$ cat src/rtl/mem_arb_pkg.sv
// Shared types and constants for the two-port (icache/dcache) memory arbiter.
// The optional burst lock is enabled by defining MEM_ARB_BURST_LOCK_EN.
package mem_arb_pkg;

  localparam int   MEM_W    = 32;
  localparam logic P_ICACHE = 1'b0;
  localparam logic P_DCACHE = 1'b1;

  typedef enum logic [1:0] {
    IDLE = 2'd0,
    BUSY = 2'd1,
    RESP = 2'd2
  } state_t;

  function automatic logic [1:0] port_onehot(input logic idx);
    return idx ? 2'b10 : 2'b01;
  endfunction

endpackage

$ cat src/rtl/mem_arb_if.sv
// Cache-side and memory-side signals of the arbiter, grouped as one bundle.
// slave = arbiter view, master = surrounding system / bench view.
interface mem_arb_if import mem_arb_pkg::*; ();

  logic [MEM_W-1:0] i_p0_mem_addr;
  logic             i_p0_mem_ren;
  logic             i_p0_mem_wen;
  logic [MEM_W-1:0] i_p0_mem_wdata;
  logic             o_p0_mem_ready;
  logic             o_p0_mem_valid;
  logic [MEM_W-1:0] o_p0_mem_rdata;

  logic [MEM_W-1:0] i_p1_mem_addr;
  logic             i_p1_mem_ren;
  logic             i_p1_mem_wen;
  logic [MEM_W-1:0] i_p1_mem_wdata;
  logic             o_p1_mem_ready;
  logic             o_p1_mem_valid;
  logic [MEM_W-1:0] o_p1_mem_rdata;

  logic [MEM_W-1:0] o_mem_addr;
  logic             o_mem_ren;
  logic             o_mem_wen;
  logic [MEM_W-1:0] o_mem_wdata;
  logic             i_mem_ready;
  logic             i_mem_valid;
  logic [MEM_W-1:0] i_mem_rdata;

  logic [1:0]       o_grant;

  modport slave (
    input  i_p0_mem_addr, i_p0_mem_ren, i_p0_mem_wen, i_p0_mem_wdata,
    output o_p0_mem_ready, o_p0_mem_valid, o_p0_mem_rdata,
    input  i_p1_mem_addr, i_p1_mem_ren, i_p1_mem_wen, i_p1_mem_wdata,
    output o_p1_mem_ready, o_p1_mem_valid, o_p1_mem_rdata,
    output o_mem_addr, o_mem_ren, o_mem_wen, o_mem_wdata,
    input  i_mem_ready, i_mem_valid, i_mem_rdata,
    output o_grant
  );

  modport master (
    output i_p0_mem_addr, i_p0_mem_ren, i_p0_mem_wen, i_p0_mem_wdata,
    input  o_p0_mem_ready, o_p0_mem_valid, o_p0_mem_rdata,
    output i_p1_mem_addr, i_p1_mem_ren, i_p1_mem_wen, i_p1_mem_wdata,
    input  o_p1_mem_ready, o_p1_mem_valid, o_p1_mem_rdata,
    input  o_mem_addr, o_mem_ren, o_mem_wen, o_mem_wdata,
    output i_mem_ready, i_mem_valid, i_mem_rdata,
    input  o_grant
  );

endinterface

$ cat src/rtl/mem_arb_rr.sv
// Two-way round-robin picker: a lone requester wins, a tie goes to the port rr names.
module mem_arb_rr (
  input  logic [1:0] req,
  input  logic       rr,
  output logic [1:0] grant
);

  always_comb begin
    grant = req;
    if (&req) grant = rr ? 2'b10 : 2'b01;
  end

endmodule

$ cat src/rtl/mem_arbiter.sv
// Arbitrates icache (port 0) and dcache (port 1) onto one memory port, one beat per grant.
// Define MEM_ARB_BURST_LOCK_EN to keep a granted port for BURST_BEATS beats.
module mem_arbiter import mem_arb_pkg::*; #(
  parameter int BURST_BEATS = 4
) (
  input  logic      i_clk,
  input  logic      i_rst,
  mem_arb_if.slave  bus
);

  state_t           state_reg;
  logic             rr_reg;
  logic             idx_reg;
  logic [1:0]       grant_reg;

  logic [1:0]       req_vec;
  logic [1:0]       arb_req;
  logic [1:0]       arb_grant;
  logic             arb_rr;

  logic [MEM_W-1:0] sel_addr;
  logic [MEM_W-1:0] sel_wdata;
  logic             sel_ren;
  logic             sel_wen;
  logic             busy;
  logic             resp;
  logic             fwd_valid;
  logic             beat_done;

  assign req_vec = {bus.i_p1_mem_ren | bus.i_p1_mem_wen,
                    bus.i_p0_mem_ren | bus.i_p0_mem_wen};

`ifdef MEM_ARB_BURST_LOCK_EN
  localparam int LOCK_W = $clog2(BURST_BEATS + 1);

  logic [LOCK_W-1:0] lock_cnt_reg;
  logic              locked;
  logic              lock_hold;

  // While locked only the owner may be granted; if it goes quiet the lock drops
  // and the other port gets priority on the same cycle.
  assign locked    = (lock_cnt_reg != '0);
  assign lock_hold = locked && req_vec[idx_reg];
  assign arb_req   = lock_hold ? port_onehot(idx_reg) : req_vec;
  assign arb_rr    = locked ? ~idx_reg : rr_reg;
`else
  assign arb_req   = req_vec;
  assign arb_rr    = rr_reg;
`endif

  mem_arb_rr u_rr (
    .req   (arb_req),
    .rr    (arb_rr),
    .grant (arb_grant)
  );

  always_comb begin
    if (idx_reg == P_DCACHE) begin
      sel_addr  = bus.i_p1_mem_addr;
      sel_wdata = bus.i_p1_mem_wdata;
      sel_ren   = bus.i_p1_mem_ren;
      sel_wen   = bus.i_p1_mem_wen;
    end else begin
      sel_addr  = bus.i_p0_mem_addr;
      sel_wdata = bus.i_p0_mem_wdata;
      sel_ren   = bus.i_p0_mem_ren;
      sel_wen   = bus.i_p0_mem_wen;
    end
  end

  // Outputs are gated by reset so nothing leaks in the cycle reset is first seen.
  assign busy      = (state_reg == BUSY) && !i_rst;
  assign resp      = (state_reg == RESP) && !i_rst;
  assign fwd_valid = bus.i_mem_valid && (resp || (busy && !sel_wen && bus.i_mem_ready));
  assign beat_done = ((state_reg == BUSY) && bus.i_mem_ready && (sel_wen || bus.i_mem_valid))
                  || ((state_reg == RESP) && bus.i_mem_valid);

  assign bus.o_mem_addr     = busy ? sel_addr  : '0;
  assign bus.o_mem_wdata    = busy ? sel_wdata : '0;
  assign bus.o_mem_wen      = busy && sel_wen;
  assign bus.o_mem_ren      = busy && sel_ren && !sel_wen;

  assign bus.o_p0_mem_ready = busy && (idx_reg == P_ICACHE) && bus.i_mem_ready;
  assign bus.o_p1_mem_ready = busy && (idx_reg == P_DCACHE) && bus.i_mem_ready;
  assign bus.o_p0_mem_valid = fwd_valid && (idx_reg == P_ICACHE);
  assign bus.o_p1_mem_valid = fwd_valid && (idx_reg == P_DCACHE);
  assign bus.o_p0_mem_rdata = bus.i_mem_rdata;
  assign bus.o_p1_mem_rdata = bus.i_mem_rdata;
  assign bus.o_grant        = grant_reg;

  always_ff @(posedge i_clk) begin
    if (i_rst) begin
      state_reg    <= IDLE;
      rr_reg       <= P_ICACHE;
      idx_reg      <= P_ICACHE;
      grant_reg    <= '0;
`ifdef MEM_ARB_BURST_LOCK_EN
      lock_cnt_reg <= '0;
`endif
    end else begin
      case (state_reg)
        IDLE: begin
          if (|arb_grant) begin
            state_reg <= BUSY;
            grant_reg <= arb_grant;
            idx_reg   <= arb_grant[1];
          end
        end
        BUSY: begin
          if (bus.i_mem_ready) state_reg <= (sel_wen || bus.i_mem_valid) ? IDLE : RESP;
        end
        RESP: begin
          if (bus.i_mem_valid) state_reg <= IDLE;
        end
        default: state_reg <= IDLE;
      endcase

      if (beat_done) begin
        grant_reg <= '0;
`ifdef MEM_ARB_BURST_LOCK_EN
        if (lock_cnt_reg != '0) lock_cnt_reg <= lock_cnt_reg - 1'b1;
        if (lock_cnt_reg <= LOCK_W'(1)) rr_reg <= ~idx_reg;
`else
        rr_reg <= ~idx_reg;
`endif
      end

`ifdef MEM_ARB_BURST_LOCK_EN
      if (state_reg == IDLE) begin
        if (locked && !lock_hold) begin
          lock_cnt_reg <= '0;
          rr_reg       <= ~idx_reg;
        end
        if ((|arb_grant) && !lock_hold) lock_cnt_reg <= LOCK_W'(BURST_BEATS);
      end
`endif
    end
  end

endmodule
$ cat src/flat_wrapper.sv
// flat-port wrapper written by rule: the top's interface ports become plain ports
module mem_arbiter_flat import mem_arb_pkg::*;
#(
  parameter int BURST_BEATS = 4
)
  (i_clk, i_rst, bus_i_p0_mem_addr, bus_i_p0_mem_ren, bus_i_p0_mem_wen, bus_i_p0_mem_wdata, bus_o_p0_mem_ready, bus_o_p0_mem_valid, bus_o_p0_mem_rdata, bus_i_p1_mem_addr, bus_i_p1_mem_ren, bus_i_p1_mem_wen, bus_i_p1_mem_wdata, bus_o_p1_mem_ready, bus_o_p1_mem_valid, bus_o_p1_mem_rdata, bus_o_mem_addr, bus_o_mem_ren, bus_o_mem_wen, bus_o_mem_wdata, bus_i_mem_ready, bus_i_mem_valid, bus_i_mem_rdata, bus_o_grant);
  mem_arb_if bus_i ();
  input  logic i_clk;
  input  logic i_rst;
  input wire logic [$bits(bus_i.i_p0_mem_addr)-1:0] bus_i_p0_mem_addr;
  input wire logic [$bits(bus_i.i_p0_mem_ren)-1:0] bus_i_p0_mem_ren;
  input wire logic [$bits(bus_i.i_p0_mem_wen)-1:0] bus_i_p0_mem_wen;
  input wire logic [$bits(bus_i.i_p0_mem_wdata)-1:0] bus_i_p0_mem_wdata;
  output wire logic [$bits(bus_i.o_p0_mem_ready)-1:0] bus_o_p0_mem_ready;
  output wire logic [$bits(bus_i.o_p0_mem_valid)-1:0] bus_o_p0_mem_valid;
  output wire logic [$bits(bus_i.o_p0_mem_rdata)-1:0] bus_o_p0_mem_rdata;
  input wire logic [$bits(bus_i.i_p1_mem_addr)-1:0] bus_i_p1_mem_addr;
  input wire logic [$bits(bus_i.i_p1_mem_ren)-1:0] bus_i_p1_mem_ren;
  input wire logic [$bits(bus_i.i_p1_mem_wen)-1:0] bus_i_p1_mem_wen;
  input wire logic [$bits(bus_i.i_p1_mem_wdata)-1:0] bus_i_p1_mem_wdata;
  output wire logic [$bits(bus_i.o_p1_mem_ready)-1:0] bus_o_p1_mem_ready;
  output wire logic [$bits(bus_i.o_p1_mem_valid)-1:0] bus_o_p1_mem_valid;
  output wire logic [$bits(bus_i.o_p1_mem_rdata)-1:0] bus_o_p1_mem_rdata;
  output wire logic [$bits(bus_i.o_mem_addr)-1:0] bus_o_mem_addr;
  output wire logic [$bits(bus_i.o_mem_ren)-1:0] bus_o_mem_ren;
  output wire logic [$bits(bus_i.o_mem_wen)-1:0] bus_o_mem_wen;
  output wire logic [$bits(bus_i.o_mem_wdata)-1:0] bus_o_mem_wdata;
  input wire logic [$bits(bus_i.i_mem_ready)-1:0] bus_i_mem_ready;
  input wire logic [$bits(bus_i.i_mem_valid)-1:0] bus_i_mem_valid;
  input wire logic [$bits(bus_i.i_mem_rdata)-1:0] bus_i_mem_rdata;
  output wire logic [$bits(bus_i.o_grant)-1:0] bus_o_grant;
  assign bus_i.i_p0_mem_addr = bus_i_p0_mem_addr;
  assign bus_i.i_p0_mem_ren = bus_i_p0_mem_ren;
  assign bus_i.i_p0_mem_wen = bus_i_p0_mem_wen;
  assign bus_i.i_p0_mem_wdata = bus_i_p0_mem_wdata;
  assign bus_o_p0_mem_ready = bus_i.o_p0_mem_ready;
  assign bus_o_p0_mem_valid = bus_i.o_p0_mem_valid;
  assign bus_o_p0_mem_rdata = bus_i.o_p0_mem_rdata;
  assign bus_i.i_p1_mem_addr = bus_i_p1_mem_addr;
  assign bus_i.i_p1_mem_ren = bus_i_p1_mem_ren;
  assign bus_i.i_p1_mem_wen = bus_i_p1_mem_wen;
  assign bus_i.i_p1_mem_wdata = bus_i_p1_mem_wdata;
  assign bus_o_p1_mem_ready = bus_i.o_p1_mem_ready;
  assign bus_o_p1_mem_valid = bus_i.o_p1_mem_valid;
  assign bus_o_p1_mem_rdata = bus_i.o_p1_mem_rdata;
  assign bus_o_mem_addr = bus_i.o_mem_addr;
  assign bus_o_mem_ren = bus_i.o_mem_ren;
  assign bus_o_mem_wen = bus_i.o_mem_wen;
  assign bus_o_mem_wdata = bus_i.o_mem_wdata;
  assign bus_i.i_mem_ready = bus_i_mem_ready;
  assign bus_i.i_mem_valid = bus_i_mem_valid;
  assign bus_i.i_mem_rdata = bus_i_mem_rdata;
  assign bus_o_grant = bus_i.o_grant;
  mem_arbiter #(.BURST_BEATS(BURST_BEATS)) u_core (.i_clk(i_clk), .i_rst(i_rst), .bus(bus_i));
endmodule
$ cat config.mk
export PLATFORM = sky130hd
export DESIGN_NAME = mem_arbiter_flat
export DESIGN_NICKNAME = d
export VERILOG_FILES = /design/src/rtl/mem_arb_pkg.sv /design/src/rtl/mem_arb_if.sv /design/src/rtl/mem_arb_rr.sv /design/src/rtl/mem_arbiter.sv /design/src/flat_wrapper.sv
export SDC_FILE = /design/constraint.sdc
export NUM_CORES = 1
export LEC_CHECK = 0
export ABC_AREA = 1
export CAP_MARGIN = 20
export CELL_PAD_IN_SITES_DETAIL_PLACEMENT = 0
export CELL_PAD_IN_SITES_GLOBAL_PLACEMENT = 1
export CORE_UTILIZATION = 12
export DETAILED_ROUTE_END_ITERATION = 16
export PLACE_DENSITY = 0.89
export SLEW_MARGIN = 0
export SYNTH_ARGS = -nofsm -noshare
export SYNTH_HDL_FRONTEND = slang
export SYNTH_SLANG_ARGS = --single-unit
export TNS_END_PERCENT = 1
$ cat constraint.sdc
create_clock -name i_clk -period 1.8 [get_ports i_clk]
set_input_delay 0.45 -clock i_clk [delete_from_list [all_inputs] [get_ports i_clk]]
set_output_delay 0.45 -clock i_clk [all_outputs]
set_load 0.05 [all_outputs]
==> results of run 1 <==
tightest hold or removal path, delay by kind of cell (launching register included):
family	cells	cell delay [ps]
flops	1	300
simple gates	1	60
compound gates	1	50
what timing repair did:
item	CTS	global route
endpoints found under the setup margin	70	70
setup buffers	3	1
gates cloned	3	0
resized for setup	81	30
pin swaps	5	6
kinds of logic (layout without fill, tap and decap cells):
kind of cell | count (synthesis) | count (layout) | synth area share
AND/OR/NAND/NOR | 172 | 172 | 0.3530
buffers and inverters | 95 | 251 | 0.3450
flip-flops | 6 | 6 | 0.06358
AO/OA/AOI/OAI | 75 | 75 | 0.2384
layer usage:
layer	global-route usage	part of all wire
met4	0.03992	0.031
met5	0	0
met3	0.03518	0.097
met1	0.1182	0.39
met2	0.1723	0.48
layout make-up:
class	count	area, um^2	share of cell area
clock buffers	3	75.07	0.01721
repair buffers	239	2471	0.5664
multi-input cells	247	1389	0.3183
flip-flops and latches	6	125.1	0.02868
well taps	211	264.0	0.06051
inverters	9	38.79	0.008890
cells in the final DEF, fill, tap and decap left out, drive strengths merged:
| cell | instances |
|---|---|
| inv | 8 |
| clkbuf | 3 |
| clkdlybuf4s50 | 130 |
| nor2 | 15 |
| nand2 | 148 |
| nand3 | 7 |
| dlygate4sd2 | 3 |
| buf | 104 |
| a21oi | 70 |
| nor3 | 2 |
| dfxtp | 6 |
| clkinv | 1 |
| o21ai | 5 |
| clkdlybuf4s15 | 1 |
| dlymetal6s2s | 1 |
cell usage after synthesis:
cell type	count	area [um^2]
a21oi_1	50	250.2
a21oi_2	20	175.2
buf_2	10	50.05
buf_4	67	503.0
buf_6	4	45.04
clkbuf_1	5	18.77
clkinv_2	1	5.000
dfxtp_1	6	120.1
inv_1	6	22.52
inv_2	2	7.510
nand2_1	147	551.8
nand2_2	1	6.260
nand3_1	7	35.03
nor2_1	14	52.55
nor2_4	1	11.26
nor3_1	2	10.01
o21ai_0	3	15.01
o21ai_1	2	10.01
power by group:
part	leakage [nW]	switching [mW]	total, mW	internal [mW]
registers	0.0503	0.0148	0.166	0.151
clock network	0.0370	0.0753	0.360	0.285
logic	1.72	0.844	1.52	0.672
worst max-delay path by stage:
| stage | from | to | slack, ps | cells past startpoint |
|---|---|---|---|---|
| 2_1_floorplan | u_core.idx_reg$_SDFFE_PP0P_ | bus_o_mem_addr[22] | -230 | 4 |
| 3_3_place_gp | i_rst | bus_o_mem_wdata[0] | -450 | 6 |
| 3_5_place_dp | i_rst | bus_o_mem_wdata[0] | -460 | 6 |
| 4_1_cts | u_core.state_reg[0]$_SDFFE_PP0P_ | bus_o_mem_addr[7] | -150 | 7 |
| 5_1_grt | u_core.state_reg[0]$_SDFFE_PP0P_ | bus_o_mem_wdata[22] | -190 | 6 |
| 6_report | i_rst | bus_o_mem_wdata[13] | -150 | 6 |
per-stage QoR:
step	area (um^2)	setup TNS (ps)
finish	4363	-6795
global route	4363	-10670
CTS	4225	-8001
detailed placement	3762	-24040
global placement	3762	-23660
floorplan	1907	-9812
==> metrics.md, run 1 <==
| Metric | Value |
|---|---|
| Status | finished, violations left |
| Failing checks | negative setup slack |
| H-tree levels | 1 |
| Skew final | 1.665 ps |
| CP peak stage delay | roughly 250 ps |
| Iter 0 DRT Violations | 77 |
| Number of global-route vias before repair | 2555 |
| CP Capture Type | output pin |
| Avg Cell Area, Syn | around 5.4 um^2 |
| Max clock buf depth | 2 |
| Mapped Area | 0.001889 mm^2 |
| Layout cells sized above 1 | 0.3175 |
| Drc violations | 0 |
| Fin crit share | 1.083 |
| PortBufs | around 210 |
| Hold Path Cell Cnt | 2 |
| Final net count | 674 |
| Slew Limit Headroom | 0.8147 |
| PD cells | 467.9 mW/mm^2 |
| Final setup fails | 69 |
| DR WL/cell | 12.75 um |
| Post-DP HPWL | ~6.3 mm |
| Hold buffer count at cts | 0 |
| Synthesized Nets | 516 |
| Crit-path max FO | 33 |
| Fin crit period | 1949 ps |
| Worst hold path type | flop to flop |
| Worst path bufs/invs | 4 |
| Tightest Pin Transition | 276.1 ps |
| CP startpoint kind | input port |
| Final setup margin | -149.2 ps |
| DRT Pass-1 Iters | 4 |
| Final hold vios | 0 |
| Cells after synthesis | 348 |
| Max-slew violations | 0 |
| WHS | between 400 and 500 ps |
| TritonCTS buffer count | 3 |
| Reg-to-reg startpoint | u_core.idx_reg$_SDFFE_PP0P_ |
| Ports | 304 |
| Fillers | 1617 |
| Placed Cells incl. Taps | 707 |
| Final Util | 0.2859 |
| Starting Density | 0.1238 |
| Worst-path clk slew | around 30 ps |
| Reg2Reg Setup Slack | 400 ps |
| Antenna violations before repair | 0 |
| Total power | 2.041 mW |
| Root Driver | clkbuf_16 |
| Sink Count | 6 |
| Die X | between 100 and 150 um |
| Final wirelength | a little over 9 mm |
| Hold EP | u_core.bus.o_grant[0]$_SDFFE_PP0P_ |
| Yosys Warn Count | 0 |
| Core ar. | 0.01526 mm^2 |
| Crit Path Class | input port to output pin |
| Routed Antenna Nets | 0 |
| Total track usage | 0.1021 |
| GR Overflow Total | 0 |
| Clock Latency Late Sink | 230 ps |
| Max stage delay cell, worst path | dlygate4sd2_1 |
| P_leak | 1.806 nW |
| Finished Layout Cells | 715 |
| Synth Register Bits | 6 |
| Min-delay src | u_core.bus.o_grant[0]$_SDFFE_PP0P_ |
| Vias per cell | approximately 3.8 |
| Vias | 2685 |
| Max IR drop VDD | about 0.65 mV |
| Crit path cell chain | dlygate4sd2_1 -> inv_2 -> nand2_8 -> buf_8 -> a21oi_1 -> buf_4 |
| Area growth, synth to finish | 130.9% |
| GPL Wtd Cong | 0.7807 |
| Critical path required time | 1350 ps |
| RSZ-0062 raised after global routing | yes |
| Cell depth of the worst flop-to-flop path | 9 |
| Max_cap viols | 0 |
| Place WS | -464.2 ps |
| Worst path arrival time | 1500 ps |
| Die height | 127.5 um |
| CTS tree | yes |
| Row count | 45 |
| Die area | 0.01625 mm^2 |
| Largest net degree at the start of global routing | 35 |
| CP delay by family, top | buffers and inverters |
| First-pass GRT wire length | 13.10 mm |
| Peak Freq | 513.0 MHz |
| Register area share after synthesis | 0.06358 |
| Reg-to-Reg End | u_core.bus.o_grant[0]$_SDFFE_PP0P_ |
| # diodes | 0 |
| Synth cell types | 18 |
No activity file was read; power rests on OpenSTA's default activity.
==> run 2, diff against run 1 <==
HOLD_SLACK_MARGIN = 0.05   (was default)
SLEW_MARGIN = 40   (was 0)
==> results of run 2 <==
No change in the layout: final DEF, timing and power equal those of run 1.
